==> config.mk <==
export PLATFORM = sky130hd
export DESIGN_NAME = pla_pair_rr_sched
export DESIGN_NICKNAME = d
export VERILOG_FILES = /design/src/rtl/pla_sched_pkg.sv /design/src/rtl/pla_rr_pick.sv /design/src/rtl/pla_pair_rr_sched.sv
export SDC_FILE = /design/constraint.sdc
export NUM_CORES = 1
export LEC_CHECK = 0
export CAP_MARGIN = 20
export CORE_MARGIN = 4
export CORE_UTILIZATION = 45
export CTS_CLUSTER_SIZE = 28
export DETAILED_ROUTE_END_ITERATION = 16
export PLACE_DENSITY = 0.85
export SYNTH_ARGS = -nofsm -noshare
export SYNTH_HDL_FRONTEND = slang
export SYNTH_SLANG_ARGS = --single-unit
==> constraint.sdc <==
create_clock -name clk -period 4.9 [get_ports clk]
set_input_delay 0.98 -clock clk [delete_from_list [all_inputs] [get_ports clk]]
set_output_delay 0.98 -clock clk [all_outputs]
set_load 0.05 [all_outputs]
==> src/rtl/pla_sched_pkg.sv <==
// Shared types and sizes for the 65-pair round-robin scheduler.
package pla_sched_pkg;
  localparam int N    = 65;
  localparam int IDXW = $clog2(N);

  typedef enum logic {IDLE, GRANT} sched_state_t;
  typedef logic [N-1:0] pair_vec_t;

  function automatic pair_vec_t onehot_of(input logic [IDXW-1:0] idx);
    pair_vec_t v;
    v      = '0;
    v[idx] = 1'b1;
    return v;
  endfunction
endpackage

==> src/rtl/pla_rr_pick.sv <==
// Rotating-priority first-one picker: lowest set bit at or above ptr, else lowest set bit overall.
module pla_rr_pick
  import pla_sched_pkg::*;
(
  input  pair_vec_t         vec_i,
  input  logic [IDXW-1:0]   ptr_i,
  output logic              found_o,
  output logic [IDXW-1:0]   idx_o
);
  localparam int PW = $clog2(2*N);

  pair_vec_t         hi_mask;
  logic [2*N-1:0]    dbl;
  logic [PW-1:0]     pos;
  logic [PW-1:0]     adj;

  always_comb begin
    hi_mask = '0;
    for (int i = 0; i < N; i++) hi_mask[i] = (IDXW'(i) >= ptr_i);
    // Upper copy is unmasked so the search wraps past N-1 back to 0.
    dbl = {vec_i, vec_i & hi_mask};
    pos = '0;
    for (int i = 2*N-1; i >= 0; i--) if (dbl[i]) pos = PW'(i);
    adj     = (pos >= PW'(N)) ? pos - PW'(N) : pos;
    idx_o   = adj[IDXW-1:0];
    found_o = |vec_i;
  end
endmodule

==> src/rtl/pla_pair_rr_sched.sv <==
// Round-robin grant over eligible = req_i & en_i with valid/ready hold.
// Optional grant lock on handshake when PLA_SCHED_LOCK_EN is defined.
module pla_pair_rr_sched
  import pla_sched_pkg::*;
(
  input  logic              clk,
  input  logic              rst,
  input  pair_vec_t         req_i,
  input  pair_vec_t         en_i,
  output logic              any_o,
  output logic              gnt_valid_o,
  output logic [IDXW-1:0]   gnt_idx_o,
  output pair_vec_t         gnt_onehot_o,
  input  logic              gnt_ready_i
`ifdef PLA_SCHED_LOCK_EN
  ,
  input  logic              lock_i
`endif
);
  pair_vec_t         eligible;
  logic              lock_w;
  logic              hs;
  logic [IDXW-1:0]   ptr_adv, pick_ptr, pick_idx;
  logic              pick_found;

  sched_state_t      state_q, state_d;
  logic [IDXW-1:0]   ptr_q, ptr_d;
  logic              gnt_valid_q, gnt_valid_d;
  logic [IDXW-1:0]   gnt_idx_q, gnt_idx_d;
  pair_vec_t         gnt_onehot_q, gnt_onehot_d;

`ifdef PLA_SCHED_LOCK_EN
  assign lock_w = lock_i;
`else
  assign lock_w = 1'b0;
`endif

  assign eligible = req_i & en_i;
  assign any_o    = |eligible;
  assign hs       = (state_q == GRANT) && gnt_ready_i;
  assign ptr_adv  = (gnt_idx_q == IDXW'(N-1)) ? '0 : gnt_idx_q + 1'b1;
  // In GRANT the only re-arbitration is at handshake, which already uses the advanced pointer.
  assign pick_ptr = (state_q == GRANT) ? ptr_adv : ptr_q;

  pla_rr_pick u_pick (
    .vec_i   (eligible),
    .ptr_i   (pick_ptr),
    .found_o (pick_found),
    .idx_o   (pick_idx)
  );

  always_comb begin
    state_d     = state_q;
    ptr_d       = ptr_q;
    gnt_valid_d = gnt_valid_q;
    gnt_idx_d   = gnt_idx_q;
    case (state_q)
      IDLE: begin
        if (pick_found) begin
          state_d     = GRANT;
          gnt_valid_d = 1'b1;
          gnt_idx_d   = pick_idx;
        end
      end
      GRANT: begin
        if (hs && !(lock_w && eligible[gnt_idx_q])) begin
          ptr_d = ptr_adv;
          if (pick_found) begin
            gnt_idx_d = pick_idx;
          end else begin
            state_d     = IDLE;
            gnt_valid_d = 1'b0;
          end
        end
      end
      default: state_d = IDLE;
    endcase
    gnt_onehot_d = gnt_valid_d ? onehot_of(gnt_idx_d) : '0;
  end

  always_ff @(posedge clk or posedge rst) begin
    if (rst) begin
      state_q      <= IDLE;
      ptr_q        <= '0;
      gnt_valid_q  <= 1'b0;
      gnt_idx_q    <= '0;
      gnt_onehot_q <= '0;
    end else begin
      state_q      <= state_d;
      ptr_q        <= ptr_d;
      gnt_valid_q  <= gnt_valid_d;
      gnt_idx_q    <= gnt_idx_d;
      gnt_onehot_q <= gnt_onehot_d;
    end
  end

  assign gnt_valid_o  = gnt_valid_q;
  assign gnt_idx_o    = gnt_idx_q;
  assign gnt_onehot_o = gnt_onehot_q;
endmodule
==> results.py, run 1 <==
metrics = {
    "floorplan": {
        "start_util": 0.465,
        "rows": 46,
        "ios": 207,
        "die_y_um": 137,
        "die_x_um": 137,
    },
    "logic_synthesis": {
        "synth_nets": 1076,
        "synth_cells": 939,
        "yosysTopAreaCellShare": 0.271,
        "yosysSeqAreaShare": 0.271,
        "ys_ff_latch": 81,
        "syn_avg_cell_area_um2": 7.97,
        "async_flop_share": 1.00,
        "synth_area_leaders": "dfrtp_1 27%, nand2_1 5.9%, nor3_1 3.8%",
        "synth-main-ff-cell": "dfrtp_1",
        "synth_warnings": 0,
        "yosysTopAreaCell": "dfrtp_1",
        "ys_types": 107,
        "synth_edf_count": 0,
        "synth_area_um2": 7490,
    },
    "cts": {
        "root_buffer": "clkbuf_16",
        "htree_levels": 3,
        "cts-buffers-inserted": 9,
        "clkSinkCount": 81,
        "holdBufCountCts": 0,
        "clockBufferDepth": 2,
    },
    "placement": {
        "gp_congestion": 1.19,
        "port_buffers": 206,
        "dp_hpwl_mm": 29.6,
        "placed_cells": 1640,
        "pre_cts_ws_ns": -0.939,
    },
    "global_routing": {
        "track_usage": 0.808,
        "grt_max_degree": 54,
        "globalRoute.totalOverflow": 370,
    },
    "status": {
        "outcome": "aborted with a tool error",
        "stop_error": "[ERROR GRT-0232] Routing congestion too high. Check the congestion heatmap in the GUI.",
        "stop_stage": "global routing",
    },
}
[per-layer routing]
layer / overflow / global-route usage
met3: 11 / 0.699
met1: 12 / 0.771
met4: 129 / 0.835
met5: 0 / 0.350
met2: 218 / 0.964
[kinds of logic after synthesis]
kind of cell / synth area share
AO/OA/AOI/OAI: 0.354
adder cells (fa/ha/maj): 0.00668
buffers and inverters: 0.0403
AND/OR/NAND/NOR: 0.306
multiplexers: 0.0150
flip-flops: 0.271
XOR/XNOR: 0.00702
[per-stage QoR]
step / setup TNS [ns] / area, um^2
after floorplan: -2.06 / 7670
after global placement: -44.30 / 12200
after detailed placement: -52.90 / 12200
after CTS: -4.73 / 14000
[cells in the mapped netlist (8+ instances only)]
cell type  number
o2111ai_1      15
o21a_1          8
a22o_1         20
nor3b_1        10
a21o_1         16
a31oi_1        19
inv_1          14
nor4_1         30
nand4_1        10
buf_2          19
o22ai_1         8
o21ai_0        53
clkbuf_1       13
nand3_1        32
and2_1         28
a211oi_1       15
nand2_1       118
o211ai_1       14
nor2_1         57
a2111oi_0       8
a22oi_1        13
or3_1           8
nand2b_1       12
dfrtp_1        81
nor3_1         57
a21oi_1        56
[what timing repair did]
action,4_1_cts
buffers inserted,45
endpoints found under the setup margin,69
cloned,4
pin swaps,55
resized for setup,205
==> run 2, diff against run 1 <==
--- a/config.mk
+++ b/config.mk
@@ -7,10 +7,9 @@
 export LEC_CHECK = 0
 export CAP_MARGIN = 20
 export CORE_MARGIN = 4
-export CORE_UTILIZATION = 45
-export CTS_CLUSTER_SIZE = 28
+export CORE_UTILIZATION = 30
 export DETAILED_ROUTE_END_ITERATION = 16
-export PLACE_DENSITY = 0.85
+export PLACE_DENSITY_LB_ADDON = 0.15
 export SYNTH_ARGS = -nofsm -noshare
 export SYNTH_HDL_FRONTEND = slang
 export SYNTH_SLANG_ARGS = --single-unit
==> constraint.sdc (replaced) <==
create_clock -name clk -period 6.4 [get_ports clk]
set_input_delay 1.28 -clock clk [delete_from_list [all_inputs] [get_ports clk]]
set_output_delay 1.28 -clock clk [all_outputs]
set_load 0.05 [all_outputs]
==> results.py, run 2 <==
metrics = {
    "cts": {
        "holdBufCountCts": 0,
        "root_buffer": "clkbuf_16",
        "clkSinkCount": 81,
        "clk_pin_slew_worst_paths_ns": 0.06,
        "cts_tree": "built",
        "cts-buffers-inserted": 9,
        "clockBufferDepth": 2,
        "htree_levels": 3,
        "insertion_delay_ns": 0.33,
    },
    "logic_synthesis": {
        "yosysSeqAreaShare": 0.271,
        "syn_avg_cell_area_um2": 7.97,
        "async_flop_share": 1.00,
        "synth-main-ff-cell": "dfrtp_1",
        "synth_warnings": 0,
        "ys_types": 107,
        "synth.most_common_cell": "nand2_1",
        "synth_adder_area_share": 0.00668,
        "yosysTopAreaCell": "dfrtp_1",
        "ys_top_cells_by_count": "118 x nand2_1, 81 x dfrtp_1, 57 x nor2_1, 57 x nor3_1, 56 x a21oi_1",
        "synth_edf_count": 0,
        "synth_area_leaders": "dfrtp_1 27%, nand2_1 5.9%, nor3_1 3.8%",
        "synth_cells": 939,
        "synth-compound-area-share": 0.354,
        "synth_area_um2": 7490,
        "yosysTopAreaCellShare": 0.271,
        "synth_top_family_by_area": "compound AO/OA/AOI/OAI gates",
        "synth_nets": 1076,
        "ys_ff_latch": 81,
        "synthXorXnorAreaFrac": 0.00702,
        "synth-simple-area-share": 0.306,
        "muxShareOfSynthArea": 0.0150,
    },
    "sta": {
        "tightest_slew_ns": 1.00,
        "finalClockSkew_ns": 0.00529,
        "finalCritPeriodShare": 0.952,
        "finalHoldViolCount": 0,
        "hold_slack_ns": 0.501,
        "slew_headroom": 0.332,
        "fin_tns_setup_ns": 0,
        "setup_viol": 0,
        "fin_crit_ns": 6.09,
        "fmax_mhz": 164,
        "drv_slew": 0,
        "rsz0062_at_grt": "false",
    },
    "finish": {
        "drive_gt1_frac": 0.132,
        "final_cell_mix": "205 x clkdlybuf4s50_1, 118 x nand2_1, 81 x dfrtp_1, 81 x buf_4",
        "area_growth_syn_to_layout_pct": 42.9,
        "seqCellArea_um2": 2030,
        "largest_reg_flops": 65,
        "fillers": 2474,
        "nets": 1331,
        "layout_commonest_cell": "clkdlybuf4s50_1",
        "multiInputGateArea_um2": 5200,
        "finalInstanceArea_um2": 10700,
        "antenna_cells": 0,
    },
    "worst_setup_path": {
        "critPathTopFamily": "compound AO/OA/AOI/OAI gates",
        "crit_required_ns": 6.63,
        "crit_path_cell_trace": "clkdlybuf4s50_1, nand2_1, a32o_1, a21oi_2, buf_4, o2111ai_1, a211oi_1, o32ai_1, a311oi_1, nor4_1, buf_4, nor3_2, nor2_1, ha_1, nor2_1, nand2_1, o41ai_2, mux2_4, buf_4, a211oi_2, nand2_1, nor4_1",
        "path_class": "in -> reg",
        "path_buf_inv": 4,
        "critPathMaxFanout": 4,
        "crit_path_max_incr_delay_ns": 0.48,
        "crit_path_start_kind": "primary input",
        "arrival_ns": 6.33,
        "critPathCaptureType": "flip-flop",
        "cpMaxStageDelayCell": "clkdlybuf4s50_1",
    },
    "global_routing": {
        "antenna_found_initial": 0,
        "grt_pass1_vias": 8944,
        "globalRoute.totalOverflow": 0,
        "track_usage": 0.253,
        "grt_max_degree": 79,
        "grt_pass1_wl_mm": 55.3,
    },
    "floorplan": {
        "ios": 207,
        "start_util": 0.306,
        "core_um2": 24500,
        "rows": 57,
        "dieArea_um2": 27500,
        "die_y_um": 166,
        "die_x_um": 166,
    },
    "placement": {
        "dp_hpwl_mm": 29.6,
        "port_buffers": 206,
        "place_area_um2": 10400,
        "gp_congestion": 1.01,
    },
    "power": {
        "p_leak_uw": 0.00422,
        "ir_worst_vdd_mv": 0.251,
        "p_per_area_nw_per_um2": 437,
    },
    "detailed_routing": {
        "vias": 9023,
        "ant_nets": 0,
        "wirelength_mm": 36.4,
        "wl_per_cell_um": 23.9,
        "vias_per_cell": 5.92,
        "firstDrtPassIters": 7,
        "drc_errors": 0,
        "drt-initial-drc-count": 750,
    },
    "status": {
        "outcome": "completed",
    },
    "hold_path": {
        "hold_path.class": "reg -> reg",
    },
    "run": {
        "drv_cap": 0,
    },
}
## run 2: cell counts after synthesis
No cell type changed its count.
## run 2: cell families (layout without fill, tap and decap cells)
family	Yosys count	after routing
simple gates	429	429
compound gates	349	349
flops	81	81
buf+inv	61	321
mux	9	9
xor+xnor	6	6
fa+ha+maj	4	4
## run 2: per-layer routing
metal	vias to the layer above	global-route usage	routed length, um
met1	4300	0.342	16000
met2	438	0.396	16000
met3	69	0.0512	2780
met5	-	0	0
li1	4216	-	-
met4	0	0.105	1690
## run 2: path summary, 6_finish.rpt
| path | from | to | slack (ns) | cells after the start |
|---|---|---|---|---|
| min in group asynchronous | rst | ptr_q[0] | 1.12 | 2 |
| worst min-delay path | ptr_q[5] | ptr_q[5] | 0.50 | 1 |
| worst max register to register | gnt_idx_o[0] | gnt_onehot_o[17] | 0.45 | 20 |
| worst min register to register | ptr_q[5] | ptr_q[5] | 0.50 | 1 |
| worst max-delay path | en_i[41] | gnt_onehot_o[17] | 0.31 | 22 |
| max in group asynchronous | rst | gnt_onehot_o[20] | 4.11 | 3 |
## run 2: timing repair
action / 4_1_cts / 5_1_grt
buffers inserted: 0 / 0
resized for setup: 0 / 5
hold endpoints to repair: 0 / 0
endpoints found under the setup margin: 0 / 16
## run 2: area by class of cell
type	count	area share
Multi-Input combinational cell	797	0.486
Clock buffer	12	0.0221
Timing Repair Buffer	289	0.254
Clock inverter	4	0.00503
Inverter	16	0.00573
Sequential cell	81	0.189
Tap cell	324	0.0379
## run 2: through the flow
stage | util | total power (uW) | setup slack, ns | std cells
after floorplan | - | 2710 | 0.649 | 939
after global placement | 0.425 | 4150 | 0.0740 | 1507
after detailed placement | 0.425 | 4120 | 0.00650 | 1507
after CTS | 0.437 | 4650 | 0.323 | 1523
after global routing | 0.437 | 4950 | 0.00750 | 1523
final | 0.437 | 4680 | 0.305 | 1523
## run 2: report_power, final
part	switching [uW]	internal [uW]	total, uW	leakage, uW
Combinational	2220	1270	3490	0.00299
Sequential	92.4	598	690	0.00110
Clock	199	303	502	0.000133
(Power assumes the default switching activity.)
==> run 3, diff against run 2 <==
--- a/config.mk
+++ b/config.mk
@@ -6,7 +6,6 @@
 export NUM_CORES = 1
 export LEC_CHECK = 0
 export CAP_MARGIN = 20
-export CORE_MARGIN = 4
 export CORE_UTILIZATION = 30
 export DETAILED_ROUTE_END_ITERATION = 16
 export PLACE_DENSITY_LB_ADDON = 0.15
==> results.py, run 3 (synthesized netlist as in run 2, its figures left out) <==
metrics = {
    "placement": {
        "place_area_um2": 10600,
        "dp_hpwl_mm": 28.6,
        "pre_cts_ws_ns": -0.151,
        "gp_congestion": 1.04,
        "port_buffers": 206,
    },
    "detailed_routing": {
        "wl_per_cell_um": 22.9,
        "drt-initial-drc-count": 708,
        "drc_errors": 0,
        "vias_per_cell": 5.96,
        "vias": 9230,
        "wirelength_mm": 35.5,
        "firstDrtPassIters": 7,
        "ant_nets": 0,
    },
    "worst_setup_path": {
        "r2r_cells": 18,
        "critPathCaptureType": "flip-flop",
        "r2r-start": "gnt_idx_o[0]",
        "startpoint": "gnt_idx_o[0]",
        "arrival_ns": 6.24,
        "crit_path_start_kind": "flip-flop",
        "crit_required_ns": 6.64,
        "r2r_slack_ns": 0.39,
        "path_class": "reg -> reg",
        "rr_endpoint": "gnt_onehot_o[21]",
        "critPathMaxFanout": 10,
    },
    "cts": {
        "clk_pin_slew_worst_paths_ns": 0.06,
        "clockBufferDepth": 2,
        "insertion_delay_ns": 0.34,
        "cts_resized": 0,
        "holdBufCountCts": 0,
        "cts_tree": "built",
        "cts-buffers-inserted": 9,
        "clkSinkCount": 81,
        "postCtsSetupBuffers": 0,
        "root_buffer": "clkbuf_16",
        "htree_levels": 3,
    },
    "finish": {
        "drive_gt1_frac": 0.150,
        "largest_reg_flops": 65,
        "finalInstanceArea_um2": 11000,
        "final_cell_mix": "206 x clkdlybuf4s50_1, 118 x nand2_1, 103 x buf_4",
        "antenna_cells": 0,
        "nets": 1357,
        "fillers": 2404,
        "layout_commonest_cell": "clkdlybuf4s50_1",
        "area_growth_syn_to_layout_pct": 46.7,
    },
    "sta": {
        "finalClockSkew_ns": 0.00439,
        "fin_ws_ns": 0.394,
        "fmax_mhz": 167,
        "setup_viol": 0,
        "rsz0062_at_grt": "false",
        "slew_headroom": 0.422,
        "finalCritPeriodShare": 0.938,
        "drv_slew": 0,
        "hold_slack_ns": 0.517,
        "fin_crit_ns": 6.01,
        "finalHoldViolCount": 0,
        "tightest_slew_ns": 0.858,
    },
    "floorplan": {
        "start_util": 0.307,
        "dieArea_um2": 25600,
        "core_um2": 24400,
        "die_x_um": 160,
        "rows": 57,
        "die_y_um": 160,
        "ios": 207,
    },
    "hold_path": {
        "hold_path.class": "reg -> reg",
        "hold_start": "ptr_q[5]",
        "min_to": "ptr_q[5]",
        "worstHoldPathCells": 1,
    },
    "global_routing": {
        "track_usage": 0.273,
        "antenna_found_initial": 0,
        "grt_max_degree": 82,
        "grt_pass1_vias": 8914,
        "globalRoute.totalOverflow": 0,
        "grt_pass1_wl_mm": 54.0,
    },
    "run": {
        "drv_cap": 0,
    },
    "status": {
        "outcome": "completed",
    },
    "power": {
        "ir_worst_vdd_mv": 0.249,
        "p_per_area_nw_per_um2": 439,
        "p_leak_uw": 0.00438,
    },
}
==> run 3: cell types whose count changed in the layout (fill, tap and decap cells not counted), moves of 2 or more <==
cell,delta
buf_12,+2
clkbuf_1,-2
buf_4,+22
clkinv_2,+3
==> run 3: worst max-delay path, cell delays in order, from the launching register on <==
cell and delay (ns):
dfrtp_1 0.46, ha_1 0.43, xnor2_1 0.25, o21ai_0 0.75
nand3_1 0.34, a21oi_1 0.28, nor2_1 0.10, a2111oi_0 0.68
a211oi_1 0.17, o2111ai_1 0.32, and2_1 0.21, ha_1 0.20
nand2_1 0.11, o41ai_4 0.37, mux2_4 0.37, nand4b_1 0.24
buf_4 0.21, nand2b_1 0.19, nor4_1 0.24
==> run 3: metrics by stage <==
stage	std cells	setup TNS (ns)	power [uW]	util
6_report	1549	0	4820	0.450
3_3_place_gp	1532	-0.327	4220	0.435
2_1_floorplan	939	0	2710	-
4_1_cts	1548	0	4760	0.448
3_5_place_dp	1532	-0.753	4190	0.435
5_1_grt	1549	0	5090	0.450
==> run 3: worst max path at each step <==
stage / end / cells past startpoint
4_1_cts: gnt_onehot_o[21] / 22
3_5_place_dp: gnt_onehot_o[21] / 22
2_1_floorplan: gnt_onehot_o[12] / 21
3_3_place_gp: gnt_onehot_o[4] / 21
6_report: gnt_onehot_o[21] / 18
5_1_grt: gnt_onehot_o[36] / 18
==> run 3: report_power, final <==
group          switching, uW  internal [uW]
clock                    198            339
combinational           2250           1340
sequential              93.5            598
==> run 3: final cells by class <==
cell class                 count  area [um^2]  area share
sequential                    81         2030       0.185
clock inverter                 6         82.6     0.00752
inverter                      16         61.3     0.00558
timing repair buffer         315         2960       0.270
clock buffer                  10          229      0.0209
multi-input combinational    797         5210       0.475
tap                          324          405      0.0369
==> run 3: per-layer routing <==
layer / share of wire / GRT usage / wire length (um)
met4: 0.050 / 0.134 / 1790
met5: 0 / 0 / 0
met2: 0.44 / 0.426 / 15500
met3: 0.090 / 0.0584 / 3180
met1: 0.42 / 0.356 / 15000
==> run 4, diff against run 3 <==
--- a/config.mk
+++ b/config.mk
@@ -6,6 +6,7 @@
 export NUM_CORES = 1
 export LEC_CHECK = 0
 export CAP_MARGIN = 20
+export CORE_ASPECT_RATIO = 0.5
 export CORE_UTILIZATION = 30
 export DETAILED_ROUTE_END_ITERATION = 16
 export PLACE_DENSITY_LB_ADDON = 0.15
==> results.py, run 4 (synthesized netlist as in run 2, its figures left out) <==
metrics = {
    "global_routing": {
        "track_usage": 0.296,
        "globalRoute.totalOverflow": 0,
        "grt_max_degree": 53,
        "antenna_found_initial": 0,
        "grt_pass1_vias": 9097,
        "grt_pass1_wl_mm": 56.6,
    },
    "sta": {
        "slew_headroom": 0.466,
        "fin_crit_ns": 6.15,
        "fin_tns_setup_ns": 0,
        "setup_viol": 0,
        "hold_slack_ns": 0.515,
        "finalHoldViolCount": 0,
        "drv_slew": 0,
        "finalClockSkew_ns": 0.00755,
        "fmax_mhz": 163,
        "rsz0062_at_grt": "false",
        "tightest_slew_ns": 0.799,
        "finalCritPeriodShare": 0.961,
    },
    "worst_setup_path": {
        "startpoint": "gnt_idx_o[0]",
        "r2r_cells": 22,
        "crit_path_cell_trace": "inv_1, ha_1, and4bb_2, a211oi_2, or3_1, o21ai_1, a22oi_1, o21ai_0, a311oi_1, nor4_1, buf_4, nor3_2, nor2_1, ha_1, nor2_1, nand2_1, o41ai_2, mux2_4, buf_4, a211oi_2, nand2_1, nor4_1",
        "path_class": "reg -> reg",
        "critPathMaxFanout": 8,
        "critPathTopFamily": "compound AO/OA/AOI/OAI gates",
        "path_buf_inv": 3,
        "r2r_slack_ns": 0.25,
        "crit_path_max_incr_delay_ns": 0.49,
        "arrival_ns": 6.37,
        "critPathCaptureType": "flip-flop",
        "crit_path_start_kind": "flip-flop",
        "cp-endpoint": "gnt_onehot_o[17]",
        "r2r-start": "gnt_idx_o[0]",
        "crit_required_ns": 6.62,
        "rr_endpoint": "gnt_onehot_o[17]",
        "crit_cells": 22,
        "cpMaxStageDelayCell": "or3_1",
    },
    "power": {
        "p_leak_uw": 0.00431,
        "p_per_area_nw_per_um2": 443,
        "ir_worst_vdd_mv": 0.191,
        "p_total_uw": 4800,
    },
    "floorplan": {
        "die_y_um": 114,
        "core_um2": 24200,
        "start_util": 0.309,
        "ios": 207,
        "die_x_um": 225,
        "dieArea_um2": 25600,
        "rows": 40,
    },
    "cts": {
        "clockBufferDepth": 2,
        "cts_tree": "built",
        "htree_levels": 3,
        "insertion_delay_ns": 0.33,
        "clk_pin_slew_worst_paths_ns": 0.06,
        "cts-buffers-inserted": 9,
        "postCtsSetupBuffers": 0,
        "clkSinkCount": 81,
        "holdBufCountCts": 0,
        "root_buffer": "clkbuf_16",
    },
    "finish": {
        "layout_commonest_cell": "clkdlybuf4s50_1",
        "drive_gt1_frac": 0.139,
        "nets": 1341,
        "largest_reg_flops": 65,
        "antenna_cells": 0,
        "area_growth_syn_to_layout_pct": 44.8,
        "final_cell_mix": "206 x clkdlybuf4s50_1, 118 x nand2_1, 88 x buf_4",
    },
    "placement": {
        "port_buffers": 206,
        "dp_hpwl_mm": 31.2,
        "gp_congestion": 1.03,
    },
    "detailed_routing": {
        "dr_wl_met3_mm": 4.09,
        "drt-met1-wl_mm": 17.7,
        "top_layer": "met4",
        "vias_per_cell": 6.01,
        "drt-initial-drc-count": 810,
        "wl_met2_mm": 15.7,
        "wl_per_cell_um": 24.7,
        "ant_nets": 0,
        "vias": 9280,
        "firstDrtPassIters": 7,
        "drc_errors": 0,
        "wirelength_mm": 38.1,
    },
    "status": {
        "outcome": "completed",
    },
    "hold_path": {
        "hold_path.class": "reg -> reg",
        "worstHoldPathCells": 1,
    },
    "run": {
        "drv_cap": 0,
    },
}
run 4: stage by stage:
step	std cells	instance area [um^2]	util	setup WS (ns)
finish	1545	10800	0.448	0.248
CTS	1545	10800	0.447	0.246
floorplan	939	7490	-	0.649
global placement	1529	10500	0.434	0.162
global route	1545	10800	0.448	0.0143
detailed placement	1529	10500	0.434	0.0640
run 4: area by class of cell:
class,instances,area [um^2]
Sequential cell,81,2030
Clock buffer,11,253
Clock inverter,5,77.6
Tap cell,336,420
Multi-Input combinational cell,797,5180
Inverter,16,61.3
Fill cell,2491,13400
Timing Repair Buffer,299,2820
run 4: report_power, final:
part / switching (uW) / internal [uW] / total, uW
Clock: 198 / 361 / 559
Sequential: 96.8 / 598 / 695
Combinational: 2270 / 1270 / 3540
Total: 2570 / 2230 / 4800
run 4: worst min path at each step:
stage	slack, ns	startpoint	end
3_5_place_dp	0.50	ptr_q[5]	ptr_q[5]
4_1_cts	0.52	ptr_q[5]	ptr_q[5]
5_1_grt	0.55	ptr_q[5]	ptr_q[5]
3_3_place_gp	0.49	ptr_q[5]	ptr_q[5]
6_report	0.51	ptr_q[5]	ptr_q[5]
2_1_floorplan	0.46	ptr_q[6]	ptr_q[6]
run 4: repair_timing:
action | CTS | global route
resized for setup | 0 | 4
endpoints found under the hold margin | 0 | 0
setup endpoints to repair | 0 | 23
run 4: routing by layer:
layer | GRT usage | vias up
li1 | - | 4239
met1 | 0.421 | 4504
met2 | 0.439 | 489
met3 | 0.0863 | 48
met4 | 0.0685 | 0
met5 | 0 | -
